### src/rtl/chnl_slave_fifo_if.sv
// Channel-side write port and arbiter-side fetch port of one MCDT channel FIFO.
// Signal suffixes give direction as seen from the FIFO (slave modport).
interface chnl_slave_fifo_if #(
  parameter int unsigned DW = 32,
  parameter int unsigned MW = 6
);
  logic [DW-1:0] ch_data_i;
  logic          ch_valid_i;
  logic          ch_ready_o;
  logic [MW-1:0] ch_margin_o;
  logic          a_req_o;
  logic          a_gnt_i;
  logic [DW-1:0] a_data_o;
  logic          a_val_o;

  modport slave (
    input  ch_data_i, ch_valid_i, a_gnt_i,
    output ch_ready_o, ch_margin_o, a_req_o, a_data_o, a_val_o
  );

  modport master (
    output ch_data_i, ch_valid_i, a_gnt_i,
    input  ch_ready_o, ch_margin_o, a_req_o, a_data_o, a_val_o
  );
endinterface

### src/rtl/chnl_slave_fifo.sv
// Channel receive FIFO: buffers initiator writes, advertises free space and
// hands the head word to the MCDT arbiter on a single-cycle grant.
module chnl_slave_fifo #(
  parameter int unsigned DW    = 32,
  parameter int unsigned DEPTH = 32
) (
  input  logic               clk_i,
  input  logic               rstn_i,
  input  logic               en_i,
  chnl_slave_fifo_if.slave   bus
);
  localparam int unsigned AW = $clog2(DEPTH);
  localparam int unsigned MW = AW + 1;

  logic [DW-1:0] mem_q [DEPTH];
  logic [DW-1:0] mem_d [DEPTH];
  logic [AW-1:0] wr_ptr_q, wr_ptr_d;
  logic [AW-1:0] rd_ptr_q, rd_ptr_d;
  logic [MW-1:0] count_q, count_d;
  logic [DW-1:0] a_data_q, a_data_d;
  logic          a_val_q, a_val_d;

  logic ready_c;
  logic req_c;
  logic push_c;
  logic pop_c;

  // Handshake qualifiers depend only on state and enable, never on valid/grant.
  assign ready_c = rstn_i & en_i & (count_q != MW'(DEPTH));
  assign req_c   = rstn_i & en_i & (count_q != MW'(0));
  assign push_c  = bus.ch_valid_i & ready_c;
  assign pop_c   = bus.a_gnt_i & req_c;

  always_comb begin
    mem_d    = mem_q;
    wr_ptr_d = wr_ptr_q;
    rd_ptr_d = rd_ptr_q;
    count_d  = count_q;
    a_data_d = a_data_q;
    a_val_d  = 1'b0;

    if (push_c) begin
      mem_d[wr_ptr_q] = bus.ch_data_i;
      wr_ptr_d        = wr_ptr_q + AW'(1);
    end

    // Head is read from the pre-edge array, so a word written this edge is not visible.
    if (pop_c) begin
      a_data_d = mem_q[rd_ptr_q];
      a_val_d  = 1'b1;
      rd_ptr_d = rd_ptr_q + AW'(1);
    end

    case ({push_c, pop_c})
      2'b10:   count_d = count_q + MW'(1);
      2'b01:   count_d = count_q - MW'(1);
      default: count_d = count_q;
    endcase
  end

  always_ff @(posedge clk_i or negedge rstn_i) begin
    if (!rstn_i) begin
      wr_ptr_q <= '0;
      rd_ptr_q <= '0;
      count_q  <= '0;
      a_data_q <= '0;
      a_val_q  <= 1'b0;
    end else begin
      wr_ptr_q <= wr_ptr_d;
      rd_ptr_q <= rd_ptr_d;
      count_q  <= count_d;
      a_data_q <= a_data_d;
      a_val_q  <= a_val_d;
    end
  end

  // Storage array carries no reset; only entries between the pointers are ever read.
  always_ff @(posedge clk_i) begin
    mem_q <= mem_d;
  end

  assign bus.ch_ready_o  = ready_c;
  assign bus.ch_margin_o = MW'(DEPTH) - count_q;
  assign bus.a_req_o     = req_c;
  assign bus.a_data_o    = a_data_q;
  assign bus.a_val_o     = a_val_q;
endmodule

### src/flat_wrapper.sv
// flat-port wrapper written by rule: the top's interface ports become plain ports
module chnl_slave_fifo_flat 
#(
  parameter int unsigned DW    = 32,
  parameter int unsigned DEPTH = 32
)
  (clk_i, rstn_i, en_i, bus_ch_data_i, bus_ch_valid_i, bus_a_gnt_i, bus_ch_ready_o, bus_ch_margin_o, bus_a_req_o, bus_a_data_o, bus_a_val_o);
  chnl_slave_fifo_if #(.DW(DW), .MW(($clog2(DEPTH) + 1))) bus_i ();
  input  logic clk_i;
  input  logic rstn_i;
  input  logic en_i;
  input wire logic [$bits(bus_i.ch_data_i)-1:0] bus_ch_data_i;
  input wire logic [$bits(bus_i.ch_valid_i)-1:0] bus_ch_valid_i;
  input wire logic [$bits(bus_i.a_gnt_i)-1:0] bus_a_gnt_i;
  output wire logic [$bits(bus_i.ch_ready_o)-1:0] bus_ch_ready_o;
  output wire logic [$bits(bus_i.ch_margin_o)-1:0] bus_ch_margin_o;
  output wire logic [$bits(bus_i.a_req_o)-1:0] bus_a_req_o;
  output wire logic [$bits(bus_i.a_data_o)-1:0] bus_a_data_o;
  output wire logic [$bits(bus_i.a_val_o)-1:0] bus_a_val_o;
  assign bus_i.ch_data_i = bus_ch_data_i;
  assign bus_i.ch_valid_i = bus_ch_valid_i;
  assign bus_i.a_gnt_i = bus_a_gnt_i;
  assign bus_ch_ready_o = bus_i.ch_ready_o;
  assign bus_ch_margin_o = bus_i.ch_margin_o;
  assign bus_a_req_o = bus_i.a_req_o;
  assign bus_a_data_o = bus_i.a_data_o;
  assign bus_a_val_o = bus_i.a_val_o;
  chnl_slave_fifo #(.DW(DW), .DEPTH(DEPTH)) u_core (.clk_i(clk_i), .rstn_i(rstn_i), .en_i(en_i), .bus(bus_i));
endmodule
### config.mk
export PLATFORM = sky130hd
export DESIGN_NAME = chnl_slave_fifo_flat
export DESIGN_NICKNAME = d
export VERILOG_FILES = /design/src/rtl/chnl_slave_fifo_if.sv /design/src/rtl/chnl_slave_fifo.sv /design/src/flat_wrapper.sv
export SDC_FILE = /design/constraint.sdc
export NUM_CORES = 1
export LEC_CHECK = 0
export ABC_AREA = 1
export BUFFER_PORTS_ARGS = -buffer_cell sky130_fd_sc_hd__buf_2
export CAP_MARGIN = 10
export CORE_ASPECT_RATIO = 0.75
export CORE_MARGIN = 2
export CORE_UTILIZATION = 45
export CTS_CLUSTER_DIAMETER = 100
export DETAILED_ROUTE_END_ITERATION = 8
export PLACE_DENSITY_LB_ADDON = 0.2
export SLEW_MARGIN = 10
export SYNTH_ARGS = -nofsm -noshare
export SYNTH_HDL_FRONTEND = slang
export SYNTH_SLANG_ARGS = --single-unit
### constraint.sdc
create_clock -name clk_i -period 4.49 [get_ports clk_i]
set_clock_uncertainty 0.1 [all_clocks]
set_input_delay 0.2245 -clock clk_i [delete_from_list [all_inputs] [get_ports clk_i]]
set_output_delay 0.2245 -clock clk_i [all_outputs]
set_load 0.005 [all_outputs]
==> run_results.csv <==
group,metric,value,unit
status,outcome,"complete, no violations",
setup_path,path_class,"flop to flop",
die,start_util,45.4,%
pwr,switchingPower,11.4,mW
setup_path,cp.buffers_inverters,3,
synthesis,synth_seq_cells,1073,
grt,overflow,0,
place,gp_congestion,0.849,
setup_path,setup.worst_path.start,"u_core.count_q[0]",
setup_path,critPathArrivalTime,3730,ps
grt,grt_antenna_before_repair,7,
clocking,clk_pin_slew,60,ps
pwr,sequentialPowerShare,39.1,%
synthesis,yosysWarnings,0,
setup_path,slowest_stage,"nor2_4",
detailed_routing,drt-initial-drc-count,3665,
sta,period_needed,3440,ps
clocking,hold_buffers,6,
sta,finalMaxSlewViolations,0,
sta,fin_crit_sh,76.6,%
synthesis,syn_nets,4215,
setup_path,cp-start-kind,"flop",
sta,rsz0062_at_grt,"false",
die,dieHeight,278,um
pwr,p_per_area,599,nW/um^2
synthesis,ys_seq_area_share,71.1,%
setup_path,worst-path-max-fanout,13,
clocking,cts_made_buffers,102,
grt,grt_use_total,24.9,%
sta,setup_ws,1050,ps
setup_path,critPathCapture,"u_core.mem_q[850]",
die,dieWidth,369,um
sta,setup_viol,0,
detailed_routing,drc_errors,0,
sta,fin_tns_setup,0,ps
sta,timing.hold.ws,31.8,ps
grt,grt_max_degree,169,
clocking,cts_resized,0,
clocking,cts_tree,"built",
finish,final_core_util,50.7,%
setup_path,worstPathRequired,4780,ps
detailed_routing,postRouteAntennaNets,0,
finish,regArea,32000,um^2
die,core_area,99200,um^2
die,io_pins,78,
detailed_routing,detailedRoute.firstPassIterationCount,7,
setup_path,r2r_cells,10,
setup_path,r2r_slack,1050,ps
setup_path,cpMostUsedCell,"nand2_1",
setup_path,crit_path_end_kind,"flop",
clocking,cts_setup_buffers,0,
grt,grt_pass1_vias,28000,
sta,fmax,291,MHz
detailed_routing,via_count,29700,
finish,finalNetCount,4264,
finish,num-fill-cells,8746,
pwr,peakVddDrop,0.595,mV
place,dp_hpwl,72200,um
die,rows,100,
place,io_buffers,77,
finish,area_growth,11.9,%
pwr,pwr-share-clk,28.5,%
sta,slew_headroom,17.6,%
detailed_routing,wl,128000,um
clocking,clockBufferDepth,3,
clocking,numClockSinks,1073,
pwr,combPwrFrac,32.5,%
synthesis,synth_cell_type_count,27,
setup_path,cp_top_family,"simple AND/OR/NAND/NOR gates",
synthesis,syn_inst,4166,
place,dp_slack,1050,ps
synthesis,syn_area,45000,um^2
clocking,cts-root-buf,"clkbuf_16",
setup_path,reg2reg_from,"u_core.count_q[0]",
setup_path,cp.depth,10,
synthesis,syn_area_per_cell,10.8,um^2
die,design.die.area,103000,um^2
setup_path,timing.rr.end,"u_core.mem_q[850]",
setup_path,crit_chain,"inv_1 > ha_1 > nand3_1 > nor2_1 > a21oi_2 > nand2_1 > inv_2 > nand2_1 > nor2_4 > buf_4",
detailed_routing,wl_per_cell,22.7,um
clocking,clk_latency,700,ps
min_path,worstHoldPathType,"primary input to flop",
detailed_routing,routed_via_density,5.27,
grt,grt_pass1_wl,188000,um
clocking,cts_htree_levels,3,
job,drv_cap,0,
finish,drive_gt1_share,8.28,%
pwr,p_sw_share,37.8,%
sta,finalHoldViolCount,0,
pwr,power_leakage,20.1,nW
sta,tightest_slew,1240,ps
pwr,p_int,18.7,mW
finish,multiInputGateArea,10500,um^2
setup_path,cpPeakStageDelay,700,ps
[routing by layer]
layer | part of all wire (%) | global-route usage (%)
met1 | 45 | 37.3
met2 | 43 | 36.4
met3 | 9.3 | 6.07
met4 | 2.3 | 6.51
met5 | 0.029 | 0
[logic make-up (layout without fill, tap and decap cells)]
family	count (synthesis)	count (layout)	synth area share [%]
AOI/OAI and AO/OA	112	112	1.28
buffers and inverters	665	799	6.19
adders and majority gates	12	12	0.350
and+or+nand+nor	2291	2291	20.9
xor gates and xnor gates	13	13	0.253
DFF	1073	1073	71.1
other	0	3	0
[sequential cells by signal, summed over array words and instances (netlist names)]
signal,count
u_core.wr_ptr_q,5
u_core.mem_q,1024
u_core.bus.a_val_o,1
u_core.count_q,6
u_core.bus.a_data_o,32
u_core.rd_ptr_q,5
[power by group through the flow]
stage	Clock [mW]	Sequential, mW	Combinational (mW)
after CTS	8.68	11.8	9.75
after global routing	9.09	11.8	10.7
final	8.58	11.8	9.79
after detailed placement	0	12.0	9.70
after floorplan	0	11.7	6.25
after global placement	0	12.0	9.74
[worst min-delay path by stage]
stage               slack (ps)  cells after the start                     end              from
global route                20                      1       u_core.mem_q[421]  bus_ch_data_i[5]
floorplan                 -170                      0  u_core.bus.a_data_o[0]            rstn_i
finish                      30                      1       u_core.mem_q[421]  bus_ch_data_i[5]
detailed placement         400                      2      u_core.rd_ptr_q[0]            rstn_i
CTS                        0.7                      1        u_core.mem_q[69]  bus_ch_data_i[5]
global placement           420                      2      u_core.rd_ptr_q[0]            rstn_i
[per-stage QoR]
stage          power [mW]  std cells  instance area (um^2)
5_1_grt              31.6       5626                 50300
2_1_floorplan        17.9       4166                 45000
4_1_cts              30.2       5626                 50300
6_report             30.2       5629                 50300
3_3_place_gp         21.7       5431                 47000
3_5_place_dp         21.7       5431                 47000
[cells in the mapped netlist, drive strengths merged]
| master | instances | area [um^2] |
|---|---|---|
| clkbuf | 61 | 229 |
| o21ai | 41 | 205 |
| edfxtp | 1024 | 30700 |
| nand4 | 1 | 6.26 |
| nor3 | 1 | 5.00 |
| buf | 159 | 887 |
| a21o | 1 | 7.51 |
| ha | 11 | 138 |
| fa | 1 | 20.0 |
| nand2 | 1435 | 5390 |
| a31o | 1 | 8.76 |
| o22ai | 1 | 6.26 |
| dfrtp | 49 | 1230 |
| xnor2 | 2 | 17.5 |
| or2 | 1 | 6.26 |
| a21oi | 67 | 339 |
| nand3 | 622 | 3120 |
| xor2 | 11 | 96.3 |
| o31ai | 1 | 7.51 |
| inv | 445 | 1670 |
| nor2 | 231 | 867 |
[cell usage in the layout, fill, tap and decap left out, types with 11 or more instances in the layout]
master and instances:
nand2_1 1434, edfxtp_1 1024, nand3_1 621, inv_1 435
nor2_1 199, clkbuf_16 103, buf_2 76, buf_4 69
a21oi_1 66, dfrtp_1 45, o21ai_0 41, nor2_4 32
clkbuf_1 32, clkinv_2 18, clkbuf_8 16, buf_12 14
xor2_1 11, ha_1 11, clkinv_1 11
[area by class of cell]
class                   instances  share of cell area (%)
flip-flops and latches       1073                    63.6
multi-input cells            2428                    20.8
clock buffers                 151                    5.80
inverters                     445                    3.36
well taps                    1326                    3.30
repair buffers                165                    2.46
clock inverters                38                   0.691
diodes                          3                  0.0149
Power figures use the tool's default switching activity.
